<file path="config.mk">
export PLATFORM = sky130hd
export DESIGN_NAME = ifm_window_reader
export DESIGN_NICKNAME = d
export VERILOG_FILES = /design/src/rtl/ifm_window_reader.sv
export SDC_FILE = /design/constraint.sdc
export NUM_CORES = 1
export LEC_CHECK = 0
export ABC_AREA = 1
export BUFFER_PORTS_ARGS = -buffer_cell sky130_fd_sc_hd__buf_2
export CAP_MARGIN = 15
export CORE_UTILIZATION = 52
export CTS_CLUSTER_DIAMETER = 60
export CTS_CLUSTER_SIZE = 12
export DETAILED_ROUTE_END_ITERATION = 6
export PLACE_DENSITY = 0.91
export SLEW_MARGIN = 15
export SYNTH_ARGS = -nofsm -noshare
export SYNTH_HDL_FRONTEND = slang
export SYNTH_SLANG_ARGS = --single-unit
</file>
<file path="constraint.sdc">
create_clock -name clk -period 4.7 [get_ports clk]
set_input_delay 0 -clock clk [delete_from_list [all_inputs] [get_ports clk]]
set_output_delay 0 -clock clk [all_outputs]
set_load 0.05 [all_outputs]
</file>
<file path="src/rtl/ifm_window_reader.sv">
// IFM window reader: walks every stride-1 output position and every channel,
// reads a KxK window out of the IFM array over two read ports, and presents
// it to the convolution unit on a valid/ready handshake.
//
// Ports:
//   clk, rst_n            clock (rising edge), asynchronous active-low reset
//   start                 one-cycle pulse, begins a frame walk from IDLE
//   busy, done            frame in progress / one-cycle end-of-frame pulse
//   ifm_sel               channel select to the IFM array
//   ifm_enable_read_*     port A/B read enables
//   ifm_address_read_*    port A/B read addresses (0 while disabled)
//   data_in_A/B           read data, valid one cycle after the enable
//   window_data           KxK pixels, slot k = kr*K+kc at [k*DW +: DW]
//   window_valid/ready    window handshake
//   window_last_ifm       window belongs to the last channel
//   window_last           final window of the frame
module ifm_window_reader #(
    parameter int DATA_WIDTH       = 32,
    parameter int IFM_SIZE         = 14,
    parameter int NUMBER_OF_IFM    = 2,
    parameter int KERNEL_SIZE      = 3,
    parameter int ADDRESS_SIZE_IFM = $clog2(IFM_SIZE*IFM_SIZE),
    parameter int SEL_WIDTH        = (NUMBER_OF_IFM > 1) ?
                                     $clog2(NUMBER_OF_IFM) : 1
) (
    input  logic                                      clk,
    input  logic                                      rst_n,
    input  logic                                      start,
    output logic                                      busy,
    output logic                                      done,
    output logic [SEL_WIDTH-1:0]                      ifm_sel,
    output logic                                      ifm_enable_read_A_next,
    output logic                                      ifm_enable_read_B_next,
    output logic [ADDRESS_SIZE_IFM-1:0]               ifm_address_read_A_next,
    output logic [ADDRESS_SIZE_IFM-1:0]               ifm_address_read_B_next,
    input  logic [DATA_WIDTH-1:0]                     data_in_A,
    input  logic [DATA_WIDTH-1:0]                     data_in_B,
    output logic [KERNEL_SIZE*KERNEL_SIZE*DATA_WIDTH-1:0] window_data,
    output logic                                      window_valid,
    input  logic                                      window_ready,
    output logic                                      window_last_ifm,
    output logic                                      window_last
);

    localparam int OUT  = IFM_SIZE - KERNEL_SIZE + 1;
    localparam int NPIX = KERNEL_SIZE * KERNEL_SIZE;
    localparam int NRD  = (NPIX + 1) / 2;
    localparam int OW   = $clog2(OUT + 1);
    localparam int KW   = $clog2(KERNEL_SIZE + 1);
    localparam int JW   = (NRD > 1) ? $clog2(NRD) : 1;

    typedef enum logic [2:0] {
        S_IDLE,
        S_READ,
        S_FLUSH,
        S_PRESENT,
        S_DONE
    } state_t;

    state_t                  r_state;
    state_t                  w_next;

    logic [OW-1:0]           r_row;
    logic [OW-1:0]           r_col;
    logic [SEL_WIDTH-1:0]    r_ch;
    logic [JW-1:0]           r_rd_idx;
    logic [KW-1:0]           r_kr_a;
    logic [KW-1:0]           r_kc_a;
    logic                    r_cap_vld;
    logic [JW-1:0]           r_cap_idx;
    logic [DATA_WIDTH-1:0]   r_win [NPIX];

    logic [KW-1:0]           w_kr_b;
    logic [KW-1:0]           w_kc_b;
    logic [KW-1:0]           w_kr_n;
    logic [KW-1:0]           w_kc_n;
    logic                    w_en_a;
    logic                    w_en_b;
    logic                    w_b_in_range;
    logic                    w_hs;
    logic                    w_last_ch;
    logic                    w_last_win;
    logic [ADDRESS_SIZE_IFM-1:0] w_addr_a;
    logic [ADDRESS_SIZE_IFM-1:0] w_addr_b;

    // Port B reads the pixel after port A in raster order; the next
    // cycle's port A pixel is the one after that.
    always_comb begin
        w_kr_b = r_kr_a;
        w_kc_b = r_kc_a + 1'b1;
        if (int'(r_kc_a) == KERNEL_SIZE - 1) begin
            w_kr_b = r_kr_a + 1'b1;
            w_kc_b = '0;
        end
        w_kr_n = w_kr_b;
        w_kc_n = w_kc_b + 1'b1;
        if (int'(w_kc_b) == KERNEL_SIZE - 1) begin
            w_kr_n = w_kr_b + 1'b1;
            w_kc_n = '0;
        end
    end

    assign w_addr_a = ADDRESS_SIZE_IFM'(
        (int'(r_row) + int'(r_kr_a)) * IFM_SIZE + int'(r_col) + int'(r_kc_a));
    assign w_addr_b = ADDRESS_SIZE_IFM'(
        (int'(r_row) + int'(w_kr_b)) * IFM_SIZE + int'(r_col) + int'(w_kc_b));

    assign w_b_in_range = (2 * int'(r_rd_idx) + 1) < NPIX;
    assign w_last_ch    = int'(r_ch) == NUMBER_OF_IFM - 1;
    assign w_last_win   = w_last_ch &&
                          int'(r_col) == OUT - 1 &&
                          int'(r_row) == OUT - 1;
    assign w_hs         = (r_state == S_PRESENT) && window_ready;

    always_ff @(posedge clk or negedge rst_n) begin
        if (!rst_n) r_state <= S_IDLE;
        else        r_state <= w_next;
    end

    always_comb begin
        w_next          = r_state;
        busy            = 1'b1;
        done            = 1'b0;
        window_valid    = 1'b0;
        window_last_ifm = 1'b0;
        window_last     = 1'b0;
        w_en_a          = 1'b0;
        w_en_b          = 1'b0;
        case (r_state)
            S_IDLE: begin
                busy = 1'b0;
                if (start) w_next = S_READ;
            end
            S_READ: begin
                w_en_a = 1'b1;
                w_en_b = w_b_in_range;
                if (int'(r_rd_idx) == NRD - 1) w_next = S_FLUSH;
            end
            S_FLUSH: w_next = S_PRESENT;
            S_PRESENT: begin
                window_valid    = 1'b1;
                window_last_ifm = w_last_ch;
                window_last     = w_last_win;
                if (window_ready) w_next = w_last_win ? S_DONE : S_READ;
            end
            S_DONE: begin
                done   = 1'b1;
                w_next = S_IDLE;
            end
            default: begin
                busy   = 1'b0;
                w_next = S_IDLE;
            end
        endcase
    end

    assign ifm_enable_read_A_next  = w_en_a;
    assign ifm_enable_read_B_next  = w_en_b;
    // The array ORs its address sources, so idle ports must drive 0.
    assign ifm_address_read_A_next = w_en_a ? w_addr_a : '0;
    assign ifm_address_read_B_next = w_en_b ? w_addr_b : '0;
    assign ifm_sel                 = r_ch;

    always_ff @(posedge clk or negedge rst_n) begin
        if (!rst_n) begin
            r_row    <= '0;
            r_col    <= '0;
            r_ch     <= '0;
            r_rd_idx <= '0;
            r_kr_a   <= '0;
            r_kc_a   <= '0;
        end else begin
            case (r_state)
                S_IDLE: begin
                    if (start) begin
                        r_row    <= '0;
                        r_col    <= '0;
                        r_ch     <= '0;
                        r_rd_idx <= '0;
                        r_kr_a   <= '0;
                        r_kc_a   <= '0;
                    end
                end
                S_READ: begin
                    r_rd_idx <= r_rd_idx + 1'b1;
                    r_kr_a   <= w_kr_n;
                    r_kc_a   <= w_kc_n;
                end
                S_PRESENT: begin
                    if (w_hs) begin
                        r_rd_idx <= '0;
                        r_kr_a   <= '0;
                        r_kc_a   <= '0;
                        if (w_last_ch) begin
                            r_ch <= '0;
                            if (int'(r_col) == OUT - 1) begin
                                r_col <= '0;
                                r_row <= r_row + 1'b1;
                            end else begin
                                r_col <= r_col + 1'b1;
                            end
                        end else begin
                            r_ch <= r_ch + 1'b1;
                        end
                    end
                end
                default: ;
            endcase
        end
    end

    // Read data arrives one cycle after issue; remember which read pair
    // it belongs to so it lands in the right slots.
    always_ff @(posedge clk or negedge rst_n) begin
        if (!rst_n) begin
            r_cap_vld <= 1'b0;
            r_cap_idx <= '0;
            for (int k = 0; k < NPIX; k++) r_win[k] <= '0;
        end else begin
            r_cap_vld <= (r_state == S_READ);
            r_cap_idx <= r_rd_idx;
            if (r_cap_vld) begin
                for (int k = 0; k < NPIX; k++) begin
                    if (k == 2 * int'(r_cap_idx))
                        r_win[k] <= data_in_A;
                    else if (k == 2 * int'(r_cap_idx) + 1)
                        r_win[k] <= data_in_B;
                end
            end
        end
    end

    for (genvar g = 0; g < NPIX; g++) begin : g_win
        assign window_data[g*DATA_WIDTH +: DATA_WIDTH] = r_win[g];
    end

endmodule

</file>
# ---- Yosys cells after proc, flatten, opt, wreduce, memory -nomap -nowiden
# Cells that the tools add are included.
dict set report word_totals {
  mem_count 0
  mem_bits_rw 0
  romBits 0
  latch_bits 0
  regBits 311
  inputBits 68
}
dict set report classes {
  n_reduce_logical 28
  shift 0
  n_mux 48
  bitwise 0
  n_addsub 16
  eq_ne 27
  div_mod_pow 0
  order_cmp 1
  multipliers 2
}
# op count
set ops {}
lappend ops {{$mux 32} 10}
lappend ops {{$eq 4x32->1 const A} 4}
lappend ops {{$eq 3x32->1 const A} 2}
lappend ops {{$logic_not 32->1} 2}
lappend ops {{$eq 2x32->1 const A} 1}
lappend ops {{$mux 4} 7}
lappend ops {{$mux 3} 6}
lappend ops {{$reduce_and 2->1} 9}
lappend ops {{$add 8x2->8} 2}
lappend ops {{$add 8x4->8} 2}
lappend ops {{$mux 8} 2}
lappend ops {{$pmux 4 s2} 2}
lappend ops {{$mul 5x3->7 const B} 2}
lappend ops {{$mux 2} 6}
lappend ops {{$ne 2x2->1 const B} 6}
lappend ops {{$pmux 2 s3} 2}
lappend ops {{$pmux 3 s4} 1}
lappend ops {{$reduce_bool 2->1} 6}
lappend ops {{$add 4x1->5 const B} 2}
lappend ops {{$add 4x2->5} 2}
lappend ops {{$mux 1} 10}
lappend ops {{$eq 3x3->1 const A} 3}
lappend ops {{$pmux 3 s3} 1}
lappend ops {{$reduce_and 3->1} 3}
lappend ops {{other kinds (19)} 29}

# ---- Depth between registers and ports, before layout
# Gate-level depths: netlist of run 1.
dict set report logic_depth {
  word_depth 7
  depth_mapped 23
  ltp_nobuf 23
}

# ---- Worst setup path after synthesis of run 1
# No wires, ideal clock.
dict set report synth_timing {
  path_type {reg2out}
  from {register r_kc_a[1]}
  to {output port ifm_address_read_B_next[5]}
  arrival_ns 4.498
  path_slack_ns 0.202
  path_stages_with_launch 19
  path_cell_list {dfrtp_1 > inv_1 > o21ai_0 > nand2_1 > inv_1 > ha_1 > fa_1 > xor2_1 > fa_1 > ha_1 > inv_1 > fa_1 > inv_1 > ha_1 > nand2_1 > nand2_1 > nor2_1 > nor2_1 > nor3_1}
}
dict set report synth_between {
  elab_chain_len 7
  elab_cells_between_ends 9
}
# element line
set synth_rtl {}
lappend synth_rtl {{start, declared} 68} ;# logic [KW-1:0] r_kc_a;
lappend synth_rtl {{start signal, assigned} 187} ;# r_kc_a <= w_kc_n;
lappend synth_rtl {{$eq 2x2->1} 91} ;# if (int'(r_kc_a) == KERNEL_SIZE - 1) begin
lappend synth_rtl {{$mux 2} 91}
lappend synth_rtl {{$add 4x2->5} 106} ;# (int'(r_row) + int'(w_kr_b)) * IFM_SIZE + int'(r_col) + int'(w_kc_b));
lappend synth_rtl {{$mul 5x3->7} 106}
lappend synth_rtl {{$add 8x4->8} 106}
lappend synth_rtl {{$add 8x2->8 (*)} 106}
lappend synth_rtl {{$mux 8 (*)} 161} ;# assign ifm_address_read_B_next = w_en_b ? w_addr_b : '0;
lappend synth_rtl {{end, declared} 35} ;# output logic [ADDRESS_SIZE_IFM-1:0] ifm_address_read_B_next,
# Mark *: on every way between the ends. The rest lies on a longest branch, timed or not.

# ---- Final worst setup path of run 1
dict set report layout_timing {
  from {register r_kc_a[0]}
  to {output port ifm_address_read_B_next[7]}
}
# The elaborated chain is that of the path after synthesis.

==> results of run 1 <==
[layer usage]
layer	global-route usage	wire, um	vias up
li1	-	-	5169
met1	0.383	14900	5688
met2	0.537	19900	838
met3	0.101	4480	257
met4	0.205	3040	2
met5	0	13	-
[cells in the mapped netlist (all sizes together)]
master,n,area (um^2)
nand2,365,1440
dfrtp,311,7780
o21ai,304,1560
inv,131,494
nor2,42,204
ha,36,450
buf,34,200
clkbuf,30,113
nand3,25,130
fa,13,260
a21oi,12,60.1
nor3,8,40.0
xor2,7,61.3
nand4,6,37.5
xnor2,6,52.6
nand3b,3,22.5
or2,3,18.8
a21o,2,15.0
a21boi,1,7.51
o21bai,1,7.51
o22ai,1,6.26
or3,1,6.26
[worst max path at each step]
stage / from / end / slack, ps / cells after the start
after global placement: r_kc_a[1] / ifm_address_read_B_next[7] / 540 / 23
after floorplan: r_kc_a[1] / ifm_address_read_B_next[5] / 200 / 18
final: r_kc_a[0] / ifm_address_read_B_next[7] / 110 / 19
after detailed placement: r_kc_a[1] / ifm_address_read_B_next[7] / 360 / 23
after global routing: r_kc_a[0] / ifm_address_read_B_next[7] / -80 / 19
after CTS: r_kc_a[0] / ifm_address_read_B_next[7] / 20 / 22
[layout make-up]
type                    instances  area [um^2]  share of cell area
diodes                          3         7.51            0.000449
repair buffers                462         2720               0.163
inverters                     131          494              0.0296
flip-flops and latches        311         7780               0.466
multi-input cells             836         4470               0.267
clock inverters                 4         36.3             0.00217
well taps                     324          405              0.0242
clock buffers                  35          801              0.0479
[stage by stage]
stage                util  hold WS [ps]  std cells  worst slack (ps)  cell area (um^2)
floorplan               -          -296       1342               202             13000
global placement    0.618           172       1990               537             15100
detailed placement  0.618           176       1990               356             15100
CTS                 0.681           198       2096              16.4             16600
global route        0.685           247       2104             -81.8             16700
finish              0.685           162       2106               115             16700
[cells by family after synthesis]
family,Yosys count,synth area share
xor+xnor,13,0.00878
flops,311,0.600
buf+inv,195,0.0622
fa+ha+maj,49,0.0548
compound gates,321,0.128
simple gates,453,0.146
[worst max-delay path, cell delays in order, from the launching register on]
cell and delay, ps:
dfrtp_2 430, inv_1 110, nand3_2 100, xor2_1 370
fa_2 570, fa_1 530, ha_2 180, inv_1 50
fa_1 470, inv_1 70, ha_4 290, nand2_1 70
nor2_2 100, nor2_1 50, nor2_2 170, nand2_1 80
nand2_1 70, nand2_1 50, nor2_1 110, buf_6 170
[sequential cells by signal, summed over array words and instances (netlist names)]
name / flops
window_data: 288
r_kr_a: 2
r_cap_idx: 3
r_row: 4
r_state: 3
r_kc_a: 2
r_cap_vld: 1
ifm_sel: 1
r_rd_idx: 3
r_col: 4
[what timing repair did]
action                     in CTS  in global routing
hold endpoints to repair      423                  0
hold buffers                   67                  0
buffers inserted                0                  7
resized for setup               7                 14
pin swaps                       1                  4
setup endpoints to repair       4                  4
==> reports/results.ini, run 1 <==
[finish]
final_common_cell=buf_2
layout-drive-gt1-share=0.270
fillers=1647
final_nets=1890
final_cell_mix=buf_2 (375), nand2_1 (354), dfrtp_1 (310), o21ai_0 (223), inv_1 (125)
syn_to_final_growth_pct=28.9

[timing]
relSlewSlack=0.300
hold_viol=0
min_period_ps=4590
setup_violations=0
slew_violations=0
tns_ps=0
skew_ps=19.3
fmax_mhz=218
rsz0062_at_grt=true
fin_crit_sh=0.976
tightest_slew_ps=1050

[synthesis]
yosys_warnings=0
netlist_instances=1342
syn_area_mm2=0.0130
ys_types=37
syn_nets=1459
seq_area_frac_synth=0.600
synth_seq_cells=311
syn_area_per_cell_um2=9.66

[detailed_routing]
first_pass_iters=6
wl_per_cell_um=20.1
totalWireLength_mm=42.3
route.vias.total=12000
drc_errors=0
vias_per_cell=5.68
first_iter_violations=1484
antenna_left=0

[grt]
grt_start_max_net_pins=132
antenna_found_initial=2
grt-ovfl-total=0
globalRouteTotalUtil=0.330
grt_pass1_vias=11800
grt_pass1_wl_mm=65.6

[critical_path]
crit_path_start_kind=flop
r2r_cells=4
worstPathRequired_ps=4700
end_kind=output port
critPathKind=flop to output port
r2r-start=r_cap_idx[1]
regToRegSetupSlack_ps=2200
path_max_fanout=5
crit_arrival_ps=4590
r2r_end=window_data[122]

[outcome]
status=finished clean

[floorplan]
die_height_um=160
ioPinCount=380
core_mm2=0.0244
die_x_um=160
row_count=57
dieArea_mm2=0.0256
initial_core_util=0.532

[min_path]
hp-class=input pin to asynchronous set/reset pin

[flow_run]
cap_violations=0

[clock_network]
insertion_delay_ps=560
numCtsBuffers=31
cts_root_buffer=clkbuf_16
clockBufferDepth=3
cts_tree=done
clk_pin_slew_ps=60
clock-sinks=311
htreeDepth=1

[place]
port_buffers=379
dp_hpwl_mm=25.5
gp_congestion=0.889

Power of run 1 is left out: the tool's default activity adds up to more than one toggle a clock period on the data nets, which glitch-free logic cannot reach.
==> inputs of run 2 (changes only) <==
- CAP_MARGIN: 15 -> 20
- GPL_TIMING_DRIVEN: default -> 0
==> run 2 against run 1 <==
  * Count of clock-buffer cells in the layout is 5 lower
  * Critical path type unchanged
  * Highest routed layer is now met4
  * Maximum frequency increased by 1.2%
  * Worst setup slack improved by 56 ps
  * Wire length up 5.9%
  * Utilization rose by 1.1 points
  * Largest cell class unchanged
  * Design area up 1.6%
==> reports/results.ini, run 2 (synthesis results as in run 1) <==
[outcome]
status=finished clean

[place]
port_buffers=379  ; unchanged
dp_hpwl_mm=29.8  ; +17%
dp_cells=2047  ; +2.9%
gp_congestion=0.952  ; +7.1%

[detailed_routing]
first_pass_iters=6  ; unchanged
drc_errors=0  ; unchanged
vias_per_cell=5.68  ; about the same
totalWireLength_mm=44.8  ; +5.9%
antenna_left=0  ; unchanged
wl_per_cell_um=20.8  ; +3.4%
route.vias.total=12300  ; +2.5%
first_iter_violations=1286  ; -13%

[critical_path]
worst_path_max_delay_cell=fa_1
crit_arrival_ps=4530  ; -60 ps
path_max_fanout=6  ; +1
path_common_cell=inv_2
r2r_end=window_data[180]
end_kind=output port
worstPathRequired_ps=4700  ; about the same
critPathKind=flop to output port
crit_path_start_kind=flop
regToRegSetupSlack_ps=2880  ; +680 ps
max_stage_delay_ps=560  ; about the same
r2r_cells=5  ; +1
r2r-start=r_cap_vld
path_cells=inv_2 -> o21ai_2 -> nand2_2 -> inv_2 -> ha_4 -> fa_2 -> xor2_4 -> fa_1 -> ha_2 -> inv_2 -> fa_1 -> inv_2 -> ha_4 -> nand2_4 -> nor2_4 -> nor2_2 -> nor2_2 -> nand2_1 -> nand2_1 -> nand2_1 -> nor2_2 -> buf_6

[grt]
grt_pass1_vias=12400  ; +4.5%
grt_busiest_layer=met2
met1_usage=0.413  ; +0.0297
use_met3=0.112  ; +0.0109
grt_pass1_wl_mm=69.2  ; +5.4%
antenna_found_initial=2  ; unchanged
grt-ovfl-total=0  ; unchanged
grt_start_max_net_pins=112  ; -15%
use_met2=0.559  ; +0.0219
globalRouteTotalUtil=0.352  ; +0.0224

[finish]
final_nets=1947  ; +3.0%
syn_to_final_growth_pct=30.9
final_common_cell=buf_2
final_core_util=0.696  ; +0.0107
finalNonFillerCells=2157  ; +2.4%
largest_register_ffs=288  ; unchanged
layout-drive-gt1-share=0.277  ; +0.00693
fillers=1682  ; +2.1%
final_cell_mix=buf_2 (395), nand2_1 (354), dfrtp_1 (310), o21ai_0 (224), inv_1 (121)

[timing]
fmax_mhz=221  ; +1.2%
whs_ps=72.6  ; -89.0 ps
tightest_slew_ps=755  ; -295 ps
slew_violations=0  ; unchanged
rsz0062_at_grt=true
setup_violations=0  ; unchanged
min_period_ps=4530  ; -55.8 ps
relSlewSlack=0.497  ; +0.197
tns_ps=0  ; unchanged
fin_crit_sh=0.964  ; -0.0119
skew_ps=22.5  ; +3.18 ps
hold_viol=0  ; unchanged

[clock_network]
cts_root_buffer=clkbuf_16
clock-sinks=311  ; unchanged
cts_tree=done
numCtsBuffers=30  ; -3.2%
clockBufferDepth=3  ; unchanged
htreeDepth=1  ; unchanged
clk_pin_slew_ps=60  ; about the same
insertion_delay_ps=560  ; about the same

[floorplan]
core_mm2=0.0244  ; unchanged
row_count=57  ; unchanged
die_height_um=160  ; unchanged
ioPinCount=380  ; unchanged
die_x_um=160  ; unchanged
initial_core_util=0.532  ; unchanged
dieArea_mm2=0.0256  ; unchanged

[min_path]
hp-class=input pin to asynchronous set/reset pin

[flow_run]
cap_violations=0  ; unchanged

==> run 2: changes by cell type in the layout (fill, tap and decap cells not counted), sizes merged <==
cell	change
clkinv	+2
inv	-1
buf	+29
diode	-2
clkbuf	+24
clkinvlp	-1
==> run 2: worst max-delay path: cells and delay by family (launching register included) <==
kind                       cells  cell delay, ps
adders and majority gates      6            2130
and+or+nand+nor                9             750
buffers and inverters          5             440
DFF                            1             420
xor gates and xnor gates       1             190
AOI/OAI and AO/OA              1              60
==> run 2: worst max path at each step <==
stage               slack (ps)  startpoint  cells after the start                         end
global route               -80   r_kc_a[1]                     22  ifm_address_read_B_next[7]
global placement         -1870       rst_n                      1            window_data[264]
finish                     170   r_kc_a[1]                     22  ifm_address_read_B_next[7]
floorplan                  200   r_kc_a[1]                     18  ifm_address_read_B_next[5]
CTS                         40   r_kc_a[0]                     22  ifm_address_read_B_next[7]
detailed placement         370   r_kc_a[1]                     23  ifm_address_read_B_next[7]
==> run 2: layer usage <==
| metal | wire [um] | part of all wire |
|---|---|---|
| met2 | 20700 | 0.46 |
| met5 | 0 | 0 |
| met3 | 4610 | 0.10 |
| met4 | 3520 | 0.078 |
| met1 | 16000 | 0.36 |
==> run 2: repair_timing <==
action,CTS,global route
pin swaps,1,9
hold buffers,67,0
resized for setup,7,27
setup endpoints to repair,4,4
setup buffers,0,8
cloned,0,0
endpoints found under the hold margin,388,0
==> run 2: cell type report <==
type | count | area [um^2] | share of cell area
diodes | 1 | 2.50 | 0.000147
plain buffers | 64 | 313 | 0.0184
clock buffers | 30 | 751 | 0.0442
clock inverters | 4 | 35.0 | 0.00206
inverters | 131 | 494 | 0.0291
multi-input cells | 836 | 4490 | 0.264
flip-flops and latches | 311 | 7780 | 0.458
well taps | 324 | 405 | 0.0239
repair buffers | 456 | 2710 | 0.159
==> run 2: metrics by stage <==
| step | setup WS, ps | instance area, um^2 |
|---|---|---|
| after CTS | 40.2 | 16800 |
| after detailed placement | 373 | 15300 |
| final | 171 | 17000 |
| after global placement | -1870 | 15300 |
| after global routing | -84.1 | 17000 |
| after floorplan | 202 | 13000 |
Power of run 2 is left out for the same reason.
